===== src/rtl/vga_frame_scanner_if.sv =====
// SRAM read port between the frame scanner and the pixel store.
// The master drives a read strobe plus source x/y address and receives pixel data a fixed number of clocks later.
// There is no backpressure: the store must answer every strobe after its fixed read latency.
interface vga_frame_scanner_if #(
  parameter int CW    = 12,
  parameter int PIX_W = 16
);
  logic             o_rd_req;
  logic [CW-1:0]    o_xpos;
  logic [CW-1:0]    o_ypos;
  logic [PIX_W-1:0] i_rd_data;

  modport master (output o_rd_req, output o_xpos, output o_ypos, input i_rd_data);
  modport slave  (input o_rd_req, input o_xpos, input o_ypos, output i_rd_data);
endinterface


===== src/rtl/vga_frame_scanner.sv =====
// Configurable VGA timing generator that reads a scaled image window from SRAM and drives RGB/HS/DE/VS.
// Latency is RD_LAT+2 clocks from the counter to the pins; the SRAM address and strobe are registered one clock after the counter.
// No backpressure: scanning runs only while i_state == RUN_STATE, and otherwise everything is flushed to idle.
// Optional build macro VGA_TEST_PATTERN_EN adds i_pattern, which selects 8 vertical colour bars instead of SRAM data.
module vga_frame_scanner #(
  parameter int H_ACTIVE   = 640,
  parameter int H_FP       = 16,
  parameter int H_SYNC     = 96,
  parameter int H_BP       = 48,
  parameter int V_ACTIVE   = 480,
  parameter int V_FP       = 10,
  parameter int V_SYNC     = 2,
  parameter int V_BP       = 33,
  parameter int SYNC_POL   = 0,
  parameter int W          = 320,
  parameter int H          = 240,
  parameter int STARTCOL   = 0,
  parameter int STARTROW   = 0,
  parameter int SCALE_LOG2 = 0,
  parameter int RD_LAT     = 2,
  parameter int PIX_W      = 16,
  parameter int CW         = 12,
  parameter logic [7:0]       RUN_STATE = 8'h03,
  parameter logic [PIX_W-1:0] BG_COLOR  = '0
) (
  input  logic             i_clk_sys,
  input  logic             i_rst_n,
  input  logic [7:0]       i_state,
`ifdef VGA_TEST_PATTERN_EN
  input  logic             i_pattern,
`endif
  output logic [CW-1:0]    o_hcnt,
  output logic [CW-1:0]    o_vcnt,
  vga_frame_scanner_if.master sram,
  output logic             o_frame_start,
  output logic             o_hs,
  output logic             o_vs,
  output logic             o_de,
  output logic [PIX_W-1:0] o_rgb
);

  localparam int H_TOT = H_ACTIVE + H_FP + H_SYNC + H_BP;
  localparam int V_TOT = V_ACTIVE + V_FP + V_SYNC + V_BP;

  localparam logic [CW-1:0] H_LAST   = CW'(H_TOT - 1);
  localparam logic [CW-1:0] V_LAST   = CW'(V_TOT - 1);
  localparam logic [CW-1:0] H_ACT_C  = CW'(H_ACTIVE);
  localparam logic [CW-1:0] V_ACT_C  = CW'(V_ACTIVE);
  localparam logic [CW-1:0] HS_START = CW'(H_ACTIVE + H_FP);
  localparam logic [CW-1:0] HS_LEN   = CW'(H_SYNC);
  localparam logic [CW-1:0] VS_START = CW'(V_ACTIVE + V_FP);
  localparam logic [CW-1:0] VS_LEN   = CW'(V_SYNC);
  localparam logic [CW-1:0] WIN_X0   = CW'(STARTCOL);
  localparam logic [CW-1:0] WIN_Y0   = CW'(STARTROW);
  localparam logic [CW-1:0] WIN_W    = CW'(W << SCALE_LOG2);
  localparam logic [CW-1:0] WIN_H    = CW'(H << SCALE_LOG2);
  localparam logic          SYNC_ACT = (SYNC_POL != 0);

  // Window must sit entirely inside the active area; the scaler and latency are bounded.
  if ((STARTCOL + (W << SCALE_LOG2) > H_ACTIVE) || (STARTROW + (H << SCALE_LOG2) > V_ACTIVE))
  begin : g_geom_err
    $error("vga_frame_scanner: image window exceeds the active area");
  end
  if (SCALE_LOG2 < 0 || SCALE_LOG2 > 2 || RD_LAT < 1 || RD_LAT > 4) begin : g_param_err
    $error("vga_frame_scanner: SCALE_LOG2 or RD_LAT out of range");
  end

  logic run;
  assign run = (i_state == RUN_STATE);

  // Stage-1 state: counters double as o_hcnt/o_vcnt, plus the SRAM request.
  logic          run_q, run_d;
  logic [CW-1:0] hcnt_q, hcnt_d;
  logic [CW-1:0] vcnt_q, vcnt_d;
  logic          rd_req_q, rd_req_d;
  logic [CW-1:0] xpos_q, xpos_d;
  logic [CW-1:0] ypos_q, ypos_d;
  logic          frame_start_q, frame_start_d;

  // Per-pixel flags delayed to line up with the SRAM data return.
  logic [RD_LAT:0] win_pipe_q, win_pipe_d;
  logic [RD_LAT:0] de_pipe_q, de_pipe_d;
  logic [RD_LAT:0] hs_pipe_q, hs_pipe_d;
  logic [RD_LAT:0] vs_pipe_q, vs_pipe_d;

  // Stage-2 pin registers.
  logic             hs_q, hs_d;
  logic             vs_q, vs_d;
  logic             de_q, de_d;
  logic [PIX_W-1:0] rgb_q, rgb_d;

  logic [CW-1:0] x_rel, y_rel;
  logic          in_win, de_now, hs_now, vs_now;

`ifdef VGA_TEST_PATTERN_EN
  localparam logic [CW+2:0] H_ACT_W = (CW+3)'(H_ACTIVE);
  logic [RD_LAT:0]      pat_pipe_q, pat_pipe_d;
  logic [RD_LAT:0][2:0] bar_pipe_q, bar_pipe_d;
  logic [CW+2:0]        bar_div;
  logic [2:0]           bar_idx;
  logic [15:0]          bar_rgb565;
`endif

  // Next counter position, window decode and the flag pipeline.
  always_comb begin
    run_d  = run;
    hcnt_d = '0;
    vcnt_d = '0;
    // The first running clock after idle lands on (0,0); later clocks advance.
    if (run && run_q) begin
      if (hcnt_q == H_LAST) begin
        hcnt_d = '0;
        vcnt_d = (vcnt_q == V_LAST) ? '0 : vcnt_q + CW'(1);
      end else begin
        hcnt_d = hcnt_q + CW'(1);
        vcnt_d = vcnt_q;
      end
    end

    // Offsets wrap to large values left of / above the window, so one compare covers both edges.
    x_rel  = hcnt_d - WIN_X0;
    y_rel  = vcnt_d - WIN_Y0;
    in_win = run && (x_rel < WIN_W) && (y_rel < WIN_H);
`ifdef VGA_TEST_PATTERN_EN
    if (i_pattern) in_win = 1'b0;
`endif
    de_now = run && (hcnt_d < H_ACT_C) && (vcnt_d < V_ACT_C);
    hs_now = run && ((hcnt_d - HS_START) < HS_LEN);
    vs_now = run && ((vcnt_d - VS_START) < VS_LEN);

    rd_req_d      = in_win;
    xpos_d        = in_win ? (x_rel >> SCALE_LOG2) : '0;
    ypos_d        = in_win ? (y_rel >> SCALE_LOG2) : '0;
    frame_start_d = run && (hcnt_d == '0) && (vcnt_d == '0);

    win_pipe_d = '0;
    de_pipe_d  = '0;
    hs_pipe_d  = '0;
    vs_pipe_d  = '0;
    if (run) begin
      win_pipe_d = {win_pipe_q[RD_LAT-1:0], in_win};
      de_pipe_d  = {de_pipe_q[RD_LAT-1:0], de_now};
      hs_pipe_d  = {hs_pipe_q[RD_LAT-1:0], hs_now};
      vs_pipe_d  = {vs_pipe_q[RD_LAT-1:0], vs_now};
    end

`ifdef VGA_TEST_PATTERN_EN
    bar_div    = ({3'b000, hcnt_d} << 3) / H_ACT_W;
    bar_idx    = bar_div[2:0];
    pat_pipe_d = '0;
    bar_pipe_d = '0;
    if (run) begin
      pat_pipe_d = {pat_pipe_q[RD_LAT-1:0], i_pattern};
      bar_pipe_d = {bar_pipe_q[RD_LAT-1:0], bar_idx};
    end
    bar_rgb565 = {{5{bar_pipe_q[RD_LAT][2]}}, {6{bar_pipe_q[RD_LAT][1]}}, {5{bar_pipe_q[RD_LAT][0]}}};
`endif
  end

  // Pin stage: choose SRAM data, background or blank, and drive the syncs.
  always_comb begin
    rgb_d = '0;
    if (run) begin
      if (win_pipe_q[RD_LAT]) begin
        rgb_d = sram.i_rd_data;
`ifdef VGA_TEST_PATTERN_EN
      end else if (de_pipe_q[RD_LAT] && pat_pipe_q[RD_LAT]) begin
        rgb_d = PIX_W'(bar_rgb565);
`endif
      end else if (de_pipe_q[RD_LAT]) begin
        rgb_d = BG_COLOR;
      end
    end
    de_d = run && de_pipe_q[RD_LAT];
    hs_d = (run && hs_pipe_q[RD_LAT]) ? SYNC_ACT : ~SYNC_ACT;
    vs_d = (run && vs_pipe_q[RD_LAT]) ? SYNC_ACT : ~SYNC_ACT;
  end

  // All state registers; reset leaves syncs at their inactive level.
  always_ff @(posedge i_clk_sys or negedge i_rst_n) begin
    if (!i_rst_n) begin
      run_q         <= 1'b0;
      hcnt_q        <= '0;
      vcnt_q        <= '0;
      rd_req_q      <= 1'b0;
      xpos_q        <= '0;
      ypos_q        <= '0;
      frame_start_q <= 1'b0;
      win_pipe_q    <= '0;
      de_pipe_q     <= '0;
      hs_pipe_q     <= '0;
      vs_pipe_q     <= '0;
      hs_q          <= ~SYNC_ACT;
      vs_q          <= ~SYNC_ACT;
      de_q          <= 1'b0;
      rgb_q         <= '0;
`ifdef VGA_TEST_PATTERN_EN
      pat_pipe_q    <= '0;
      bar_pipe_q    <= '0;
`endif
    end else begin
      run_q         <= run_d;
      hcnt_q        <= hcnt_d;
      vcnt_q        <= vcnt_d;
      rd_req_q      <= rd_req_d;
      xpos_q        <= xpos_d;
      ypos_q        <= ypos_d;
      frame_start_q <= frame_start_d;
      win_pipe_q    <= win_pipe_d;
      de_pipe_q     <= de_pipe_d;
      hs_pipe_q     <= hs_pipe_d;
      vs_pipe_q     <= vs_pipe_d;
      hs_q          <= hs_d;
      vs_q          <= vs_d;
      de_q          <= de_d;
      rgb_q         <= rgb_d;
`ifdef VGA_TEST_PATTERN_EN
      pat_pipe_q    <= pat_pipe_d;
      bar_pipe_q    <= bar_pipe_d;
`endif
    end
  end

  assign o_hcnt        = hcnt_q;
  assign o_vcnt        = vcnt_q;
  assign sram.o_rd_req = rd_req_q;
  assign sram.o_xpos   = xpos_q;
  assign sram.o_ypos   = ypos_q;
  assign o_frame_start = frame_start_q;
  assign o_hs          = hs_q;
  assign o_vs          = vs_q;
  assign o_de          = de_q;
  assign o_rgb         = rgb_q;

endmodule


===== src/flat_wrapper.sv =====
// flat-port wrapper written by rule: the top's interface ports become plain ports
module vga_frame_scanner_flat 
#(
  parameter int H_ACTIVE   = 640,
  parameter int H_FP       = 16,
  parameter int H_SYNC     = 96,
  parameter int H_BP       = 48,
  parameter int V_ACTIVE   = 480,
  parameter int V_FP       = 10,
  parameter int V_SYNC     = 2,
  parameter int V_BP       = 33,
  parameter int SYNC_POL   = 0,
  parameter int W          = 320,
  parameter int H          = 240,
  parameter int STARTCOL   = 0,
  parameter int STARTROW   = 0,
  parameter int SCALE_LOG2 = 0,
  parameter int RD_LAT     = 2,
  parameter int PIX_W      = 16,
  parameter int CW         = 12,
  parameter logic [7:0]       RUN_STATE = 8'h03,
  parameter logic [PIX_W-1:0] BG_COLOR  = '0
)
  (i_clk_sys, i_rst_n, i_state, o_hcnt, o_vcnt, o_frame_start, o_hs, o_vs, o_de, o_rgb, sram_o_rd_req, sram_o_xpos, sram_o_ypos, sram_i_rd_data);
  vga_frame_scanner_if #(.CW(CW), .PIX_W(PIX_W)) sram_i ();
  input  logic i_clk_sys;
  input  logic i_rst_n;
  input  logic [7:0] i_state;
  output logic [CW-1:0] o_hcnt;
  output logic [CW-1:0] o_vcnt;
  output logic o_frame_start;
  output logic o_hs;
  output logic o_vs;
  output logic o_de;
  output logic [PIX_W-1:0] o_rgb;
  output wire logic [$bits(sram_i.o_rd_req)-1:0] sram_o_rd_req;
  output wire logic [$bits(sram_i.o_xpos)-1:0] sram_o_xpos;
  output wire logic [$bits(sram_i.o_ypos)-1:0] sram_o_ypos;
  input wire logic [$bits(sram_i.i_rd_data)-1:0] sram_i_rd_data;
  assign sram_o_rd_req = sram_i.o_rd_req;
  assign sram_o_xpos = sram_i.o_xpos;
  assign sram_o_ypos = sram_i.o_ypos;
  assign sram_i.i_rd_data = sram_i_rd_data;
  vga_frame_scanner #(.H_ACTIVE(H_ACTIVE), .H_FP(H_FP), .H_SYNC(H_SYNC), .H_BP(H_BP), .V_ACTIVE(V_ACTIVE), .V_FP(V_FP), .V_SYNC(V_SYNC), .V_BP(V_BP), .SYNC_POL(SYNC_POL), .W(W), .H(H), .STARTCOL(STARTCOL), .STARTROW(STARTROW), .SCALE_LOG2(SCALE_LOG2), .RD_LAT(RD_LAT), .PIX_W(PIX_W), .CW(CW), .RUN_STATE(RUN_STATE), .BG_COLOR(BG_COLOR)) u_core (.i_clk_sys(i_clk_sys), .i_rst_n(i_rst_n), .i_state(i_state), .o_hcnt(o_hcnt), .o_vcnt(o_vcnt), .sram(sram_i), .o_frame_start(o_frame_start), .o_hs(o_hs), .o_vs(o_vs), .o_de(o_de), .o_rgb(o_rgb));
endmodule

===== config.mk =====
export PLATFORM = sky130hd
export DESIGN_NAME = vga_frame_scanner_flat
export DESIGN_NICKNAME = d
export VERILOG_FILES = /design/src/rtl/vga_frame_scanner_if.sv /design/src/rtl/vga_frame_scanner.sv /design/src/flat_wrapper.sv
export SDC_FILE = /design/constraint.sdc
export NUM_CORES = 1
export LEC_CHECK = 0
export BUFFER_PORTS_ARGS = -buffer_cell sky130_fd_sc_hd__buf_2
export CAP_MARGIN = 20
export CELL_PAD_IN_SITES_DETAIL_PLACEMENT = 1
export CELL_PAD_IN_SITES_GLOBAL_PLACEMENT = 2
export CORE_ASPECT_RATIO = 0.7
export CORE_MARGIN = 2
export CORE_UTILIZATION = 33
export CTS_BUF_LIST = sky130_fd_sc_hd__clkbuf_16
export DETAILED_ROUTE_END_ITERATION = 10
export GPL_ROUTABILITY_DRIVEN = 0
export MAX_ROUTING_LAYER = met4
export PLACE_DENSITY = 0.82
export SLEW_MARGIN = 30
export SYNTH_ARGS = -nofsm -noshare
export SYNTH_HDL_FRONTEND = slang
export SYNTH_SLANG_ARGS = --single-unit
export TNS_END_PERCENT = 50

===== constraint.sdc =====
create_clock -name i_clk_sys -period 3.5 [get_ports i_clk_sys]
set_input_delay 0.525 -clock i_clk_sys [delete_from_list [all_inputs] [get_ports i_clk_sys]]
set_output_delay 0.525 -clock i_clk_sys [all_outputs]
set_load 0.05 [all_outputs]

======== Word level (Yosys, flattened, before mapping) ========
Index checks and enable logic that the tools add are counted.
word-level totals
  word-level logic and storage cells ...... 57
  bits in registers ....................... 82
cells by class
  reduce and logical (&&, ||, !) cells .... 14
  add/sub/neg operators ................... 4
  order comparisons ....................... 6
  mux-type cells .......................... 15
  equal/unequal tests ..................... 3
operator list
  kind                                                    number
  two-way mux 12 bit                                      7
  two-way mux 16 bit                                      2
  adder 12 x 1 -> 12 bit (second input constant)          2
  equality test 12 x 10 -> 1 bit (second input constant)  2
  logical NOT 12 bit                                      2
  < comparator 12 x 9 -> 1 bit (second input constant)    2
  logical AND 1 bit                                       12
  < comparator 12 x 10 -> 1 bit (second input constant)   1
  < comparator 12 x 2 -> 1 bit (second input constant)    1
  < comparator 12 x 7 -> 1 bit (second input constant)    1
  < comparator 12 x 8 -> 1 bit (second input constant)    1
  two-way mux 3 bit                                       4
  subtractor 12 x 10 -> 12 bit (second input constant)    1
  subtractor 12 x 9 -> 12 bit (second input constant)     1
  equality test 8 x 2 -> 1 bit (second input constant)    1
  two-way mux 1 bit                                       2

======== Depth between registers and ports, before layout ========
  depth in word-level cells ............... 8
  depth in mapped cells ................... 12
  depth with buffers taken out ............ 11

======== Worst setup path before layout ========
OpenSTA, ideal clock, no wires.
  kind .................................... register to register
  start ................................... reg u_core.hcnt_q[0], in the netlist u_core.o_hcnt[0]
  end ..................................... reg u_core.vs_pipe_q[0]
  setup time .............................. 0.111 ns
  stages on the path, launching flop included .. 13
  data required time ...................... 3.389 ns
  arrival time ............................ 3.009 ns
  period minus slack after synthesis ...... 3.120 ns
  setup slack ............................. 0.380 ns
  path buffers ............................ 1
  cells stage by stage .................... dfrtp_1 > ha_1 > and4_2 > and3_1 > clkbuf_1 > nand4_1 > o21ai_1 > inv_1 > ha_1 > a211oi_2 > o21ai_1 > a21o_1 > a2111oi_2
on the way
  longest elaborated chain between the ends .. 7
ends and longest elaborated chain
  item                            line                      source
  start: declaration              vga_frame_scanner.sv:73   logic [CW-1:0] hcnt_q, hcnt_d;
  start signal: assignment        vga_frame_scanner.sv:203  hcnt_q <= hcnt_d;
  equality test 12 x 10 -> 1 bit  vga_frame_scanner.sv:111  if (hcnt_q == H_LAST) begin
  two-way mux 12 bit              vga_frame_scanner.sv:111
  two-way mux 12 bit              vga_frame_scanner.sv:110  if (run && run_q) begin
  named net u_core.vcnt_d[1]      vga_frame_scanner.sv:74   logic [CW-1:0] vcnt_q, vcnt_d;
  subtractor 12 x 9 -> 12 bit     vga_frame_scanner.sv:129  vs_now = run && ((vcnt_d - VS_START) < VS_LEN);
  < comparator 12 x 2 -> 1 bit    vga_frame_scanner.sv:129
  logical AND 1 bit               vga_frame_scanner.sv:129
  two-way mux 3 bit               vga_frame_scanner.sv:140  if (run) begin
  named net u_core.vs_pipe_d[0]   vga_frame_scanner.sv:84   logic [RD_LAT:0] vs_pipe_q, vs_pipe_d;
  end signal: assignment          vga_frame_scanner.sv:212  vs_pipe_q <= vs_pipe_d;
  end: declaration                vga_frame_scanner.sv:84
The timed path passes the listed nets, and every way through them passes these cells.

======== Worst setup path after layout ========
  start ................................... reg u_core.hcnt_q[0], in the netlist u_core.o_hcnt[0]
  end ..................................... reg u_core.xpos_q[8], in the netlist u_core.sram.o_xpos[8]
on the way
  longest elaborated chain between the ends .. 7
  elaborated cells on any way between the ends .. 11
  classes of those cells .................. add/sub (1); order compare (2); eq/ne (1); mux (5); reduce/logical (2)
ends and longest elaborated chain
  item                                                                      line                                                source
  adder 12 x 1 -> 12 bit or equality test 12 x 10 -> 1 bit (tied branches)  vga_frame_scanner.sv:115, vga_frame_scanner.sv:111
  two-way mux 12 bit                                                        vga_frame_scanner.sv:111
  two-way mux 12 bit                                                        vga_frame_scanner.sv:110
  < comparator 12 x 9 -> 1 bit                                              vga_frame_scanner.sv:123                            in_win = run && (x_rel < WIN_W) && (y_rel < WIN_H);
  logical AND 1 bit (2 in series)                                           vga_frame_scanner.sv:123
  two-way mux 12 bit (*)                                                    vga_frame_scanner.sv:132                            xpos_d = in_win ? (x_rel >> SCALE_LOG2) : '0;
  named net u_core.xpos_d[8]                                                vga_frame_scanner.sv:76                             logic [CW-1:0] xpos_q, xpos_d;
  end signal: assignment                                                    vga_frame_scanner.sv:206                            xpos_q <= xpos_d;
  end: declaration                                                          vga_frame_scanner.sv:76
The timed path passes the listed nets; every way through them passes the cells marked *.

==> impl_metrics.py <==
metrics = {
    "critical_path": {
        "cp-endpoint": "u_core.sram.o_xpos[8]$_DFF_PN0_",
        "crit_arrival_ps": 3460,
        "reg2reg_from": "u_core.o_hcnt[0]$_DFF_PN0_",
        "cp_max_fo": 20,
        "worstSetupStartpoint": "u_core.o_hcnt[0]$_DFF_PN0_",
        "path_cells": "ha_1 -> nand4_1 -> nor3_1 -> mux2_2 -> o211ai_1 -> and2_1 -> nand4b_1 -> buf_4 -> nor4b_1",
        "regToRegSetupSlack_ps": 230,
        "r2r.worst_path.cells": 9,
        "slowest_delay_ps": 480,
        "cp.required_ps": 3690,
        "end_kind": "flip-flop",
        "start_kind": "flip-flop",
        "r2r_end": "u_core.sram.o_xpos[8]$_DFF_PN0_",
        "crit_type": "reg2reg",
        "slowest_stage": "nor4b_1",
    },
    "synthesis": {
        "synth_top_area_share_pct": 55.6,
        "synth_edf_count": 0,
        "yosysUniqueCellTypes": 57,
        "synthFlopType": "dfrtp_1",
        "synthArstFlopShare_pct": 100,
        "yosys_warnings": 0,
        "netlist_area_mm2": 0.00360,
        "seq_area_frac_synth_pct": 57.1,
        "synthCells": 335,
        "netlist_top_cells_area": "dfrtp_1 56%, and3_1 5.0%, nor4_1 3.5%, inv_1 2.4%, nand2_1 2.4%",
        "ys_ff_latch": 82,
        "synth_largest_area_cell": "dfrtp_1",
        "syn_avg_cell_area_um2": 10.7,
    },
    "power_and_ir_drop": {
        "p_leak_nw": 2.37,
        "power_density_mw_per_mm2": 430,
        "p_comb_share_pct": 2.8,
        "internal_power_mw": 1.52,
        "pwr-share-seq_pct": 48.5,
        "clkPwrFrac_pct": 48.7,
        "vdd_ir_drop_max_v": 0.000217,
        "p_switching_mw": 0.443,
        "p_sw_share_pct": 22.6,
    },
    "final_layout": {
        "finalNetCount": 474,
        "diodes": 0,
        "fin_util_pct": 43.7,
        "drive_above_1_share_pct": 30.0,
        "fin_cells": 579,
        "stdcell_area_mm2": 0.00458,
        "syn2layout_area_growth_pct": 27.1,
    },
    "timing": {
        "max_slew.worst_pin.slew_ps": 752,
        "drv_slew": 0,
        "final-hold-violation-count": 0,
        "skew_ps": 8.85,
        "tns_ps": 0,
        "rsz0062_at_grt": "no",
        "period_share_pct": 93.4,
        "period_minus_slack_ps": 3270,
        "relSlewSlack_pct": 49.8,
        "setup_violations": 0,
        "fmax_mhz": 306,
    },
    "place": {
        "dp.cells": 563,
        "portBuffers": 94,
        "placed_cell_area_mm2": 0.00427,
        "dp_hpwl_mm": 7.97,
    },
    "clock_network": {
        "cts_buffers": 9,
        "postCtsSetupRepairBufs": 0,
        "clock_path_buffers": 2,
        "cts-resized-gates": 0,
        "cts_root_buf": "clkbuf_16",
        "holdBufCountCts": 0,
        "cts_tree": "yes",
        "clock_sinks": 82,
        "path_clk_slew_ps": 70,
        "htreeDepth": 3,
        "worstSkewPairLatency_ps": 340,
    },
    "run_status": {
        "status": "completed",
    },
    "global_routing": {
        "overflow": 0,
        "grt_usage_pct": 19.6,
        "grt_pass1_vias": 3088,
        "grt_max_degree": 83,
        "antenna_found_initial": 0,
        "grt_pass1_wl_mm": 17.1,
    },
    "route": {
        "first_pass_iters": 4,
        "vias": 3085,
        "drc": 0,
        "drt-vias-per-instance": 5.33,
        "drt_iter0_markers": 171,
        "antenna_left": 0,
        "drt-total-wl_mm": 10.9,
        "wl_per_cell_um": 18.9,
    },
    "floorplanning": {
        "ios": 95,
        "die-area_mm2": 0.0118,
        "die_w_um": 129,
        "rows": 31,
        "die_y_um": 91.4,
        "start_util_pct": 34.4,
        "core-area_mm2": 0.0105,
    },
    "worst_hold_path": {
        "hp-class": "in2async",
    },
    "job": {
        "maxCapViolCount": 0,
    },
}
[final cells by class]
type	count	area, µm²
fill	1193	5900
sequential	82	2050
multi-input combinational	222	1420
timing repair buffer	104	552
clock buffer	9	225
tap	132	165
inverter	23	86.3
clock inverter	7	77.6
[cells in the final DEF (no fill, tap or decap), types with 2 or more instances in the layout]
cell type	Yosys	final
a211oi_2	2	2
a21o_1	5	5
a21oi_1	8	8
and2_1	3	3
and3_1	29	29
and4_1	3	3
buf_2	4	93
buf_4	0	10
clkbuf_16	0	9
clkinvlp_4	0	4
conb_1	1	7
dfrtp_1	80	80
dfstp_2	2	2
ha_1	6	6
inv_1	23	23
mux2i_1	2	2
nand2_1	23	23
nand2b_1	2	2
nand3_1	9	9
nand4_1	12	12
nand4b_1	3	3
nor2_1	15	15
nor3_1	9	9
nor4_1	20	20
o211ai_1	3	3
o21ai_0	12	12
o21ai_1	3	3
o31ai_1	2	2
or3_1	9	9
or4_1	2	2
xnor2_1	4	4
xor2_1	3	3
[flip-flops by register name (all words and copies together), names as in the netlist]
register	count
u_core.o_rgb	16
u_core.o_hcnt	12
u_core.o_vcnt	12
u_core.sram.o_xpos	12
u_core.sram.o_ypos	12
u_core.de_pipe_q	3
u_core.hs_pipe_q	3
u_core.vs_pipe_q	3
u_core.win_pipe_q	3
u_core.o_de	1
u_core.o_frame_start	1
u_core.o_hs	1
u_core.o_vs	1
u_core.run_q	1
u_core.sram.o_rd_req	1
[through the flow]
step / worst slack (ps) / power [mW] / hold slack, ps
after floorplan: 380 / 0.989 / 229
after global placement: 383 / 1.03 / 354
after detailed placement: 10.3 / 1.03 / 371
after CTS: 302 / 2.00 / 266
after global routing: 50.2 / 2.03 / 296
final: 231 / 1.97 / 218
[synth_stat cells, types with 2 or more instances]
master and count:
nand3_1 9, nor3_1 9, dfrtp_1 80, nand4_1 12, buf_2 4, and3_1 29, o21ai_0 12, a21o_1 5
nand4b_1 3, and4_1 3, nor4_1 20, a21oi_1 8, or4_1 2, o31ai_1 2, o211ai_1 3, nand2b_1 2
xor2_1 3, a211oi_2 2, inv_1 23, ha_1 6, xnor2_1 4, nor2_1 15, or3_1 9, nand2_1 23
and2_1 3, clkbuf_1 9, o21ai_1 3, dfstp_2 2, mux2i_1 2
[metal layers]
| layer | vias up | track usage, % | wire (µm) |
|---|---|---|---|
| li1 | 1418 | - | - |
| met1 | 1571 | 29.4 | 5470 |
| met2 | 88 | 27.2 | 4780 |
| met3 | 8 | 4.24 | 547 |
| met4 | 0 | 4.26 | 121 |
| met5 | - | - | 0 |
[critical path, delay by kind of cell, from the launching register on]
kind	cells	cell delay, ps
and+or+nand+nor	5	1570
DFF	1	470
muxes	1	390
adders and majority gates	1	270
buffers and inverters	1	250
AOI/OAI and AO/OA	1	170
[worst min path at each step]
stage          cells past startpoint                          start                             to  slack, ps
3_5_place_dp                       1  u_core.hs_pipe_q[2]$_DFF_PN0_          u_core.o_hs$_DFF_PN1_        370
2_1_floorplan                      0                        i_rst_n  u_core.de_pipe_q[0]$_DFF_PN0_        230
5_1_grt                            1                        i_rst_n          u_core.o_de$_DFF_PN0_        300
3_3_place_gp                       1  u_core.vs_pipe_q[2]$_DFF_PN0_          u_core.o_vs$_DFF_PN1_        350
4_1_cts                            1                        i_rst_n          u_core.o_de$_DFF_PN0_        270
6_report                           1                        i_rst_n     u_core.o_rgb[11]$_DFF_PN0_        220
[power groups by stage]
stage / sequential (mW) / combinational [mW] / clock [mW]
floorplan: 0.986 / 0.00314 / 0
global placement: 0.970 / 0.0570 / 0
detailed placement: 0.971 / 0.0581 / 0
CTS: 0.953 / 0.0580 / 0.987
global route: 0.953 / 0.0630 / 1.02
finish: 0.953 / 0.0559 / 0.957
[kinds of logic after synthesis]
| family | after synthesis | synth area share (%) |
|---|---|---|
| buffers and inverters | 37 | 4.21 |
| AO/OA/AOI/OAI | 45 | 8.41 |
| adder cells (fa/ha/maj) | 6 | 2.09 |
| XOR/XNOR | 7 | 1.70 |
| multiplexers | 3 | 0.869 |
| flip-flops | 82 | 57.1 |
| other | 1 | 0.104 |
| AND/OR/NAND/NOR | 154 | 25.5 |
Power figures use the tool's default switching activity.
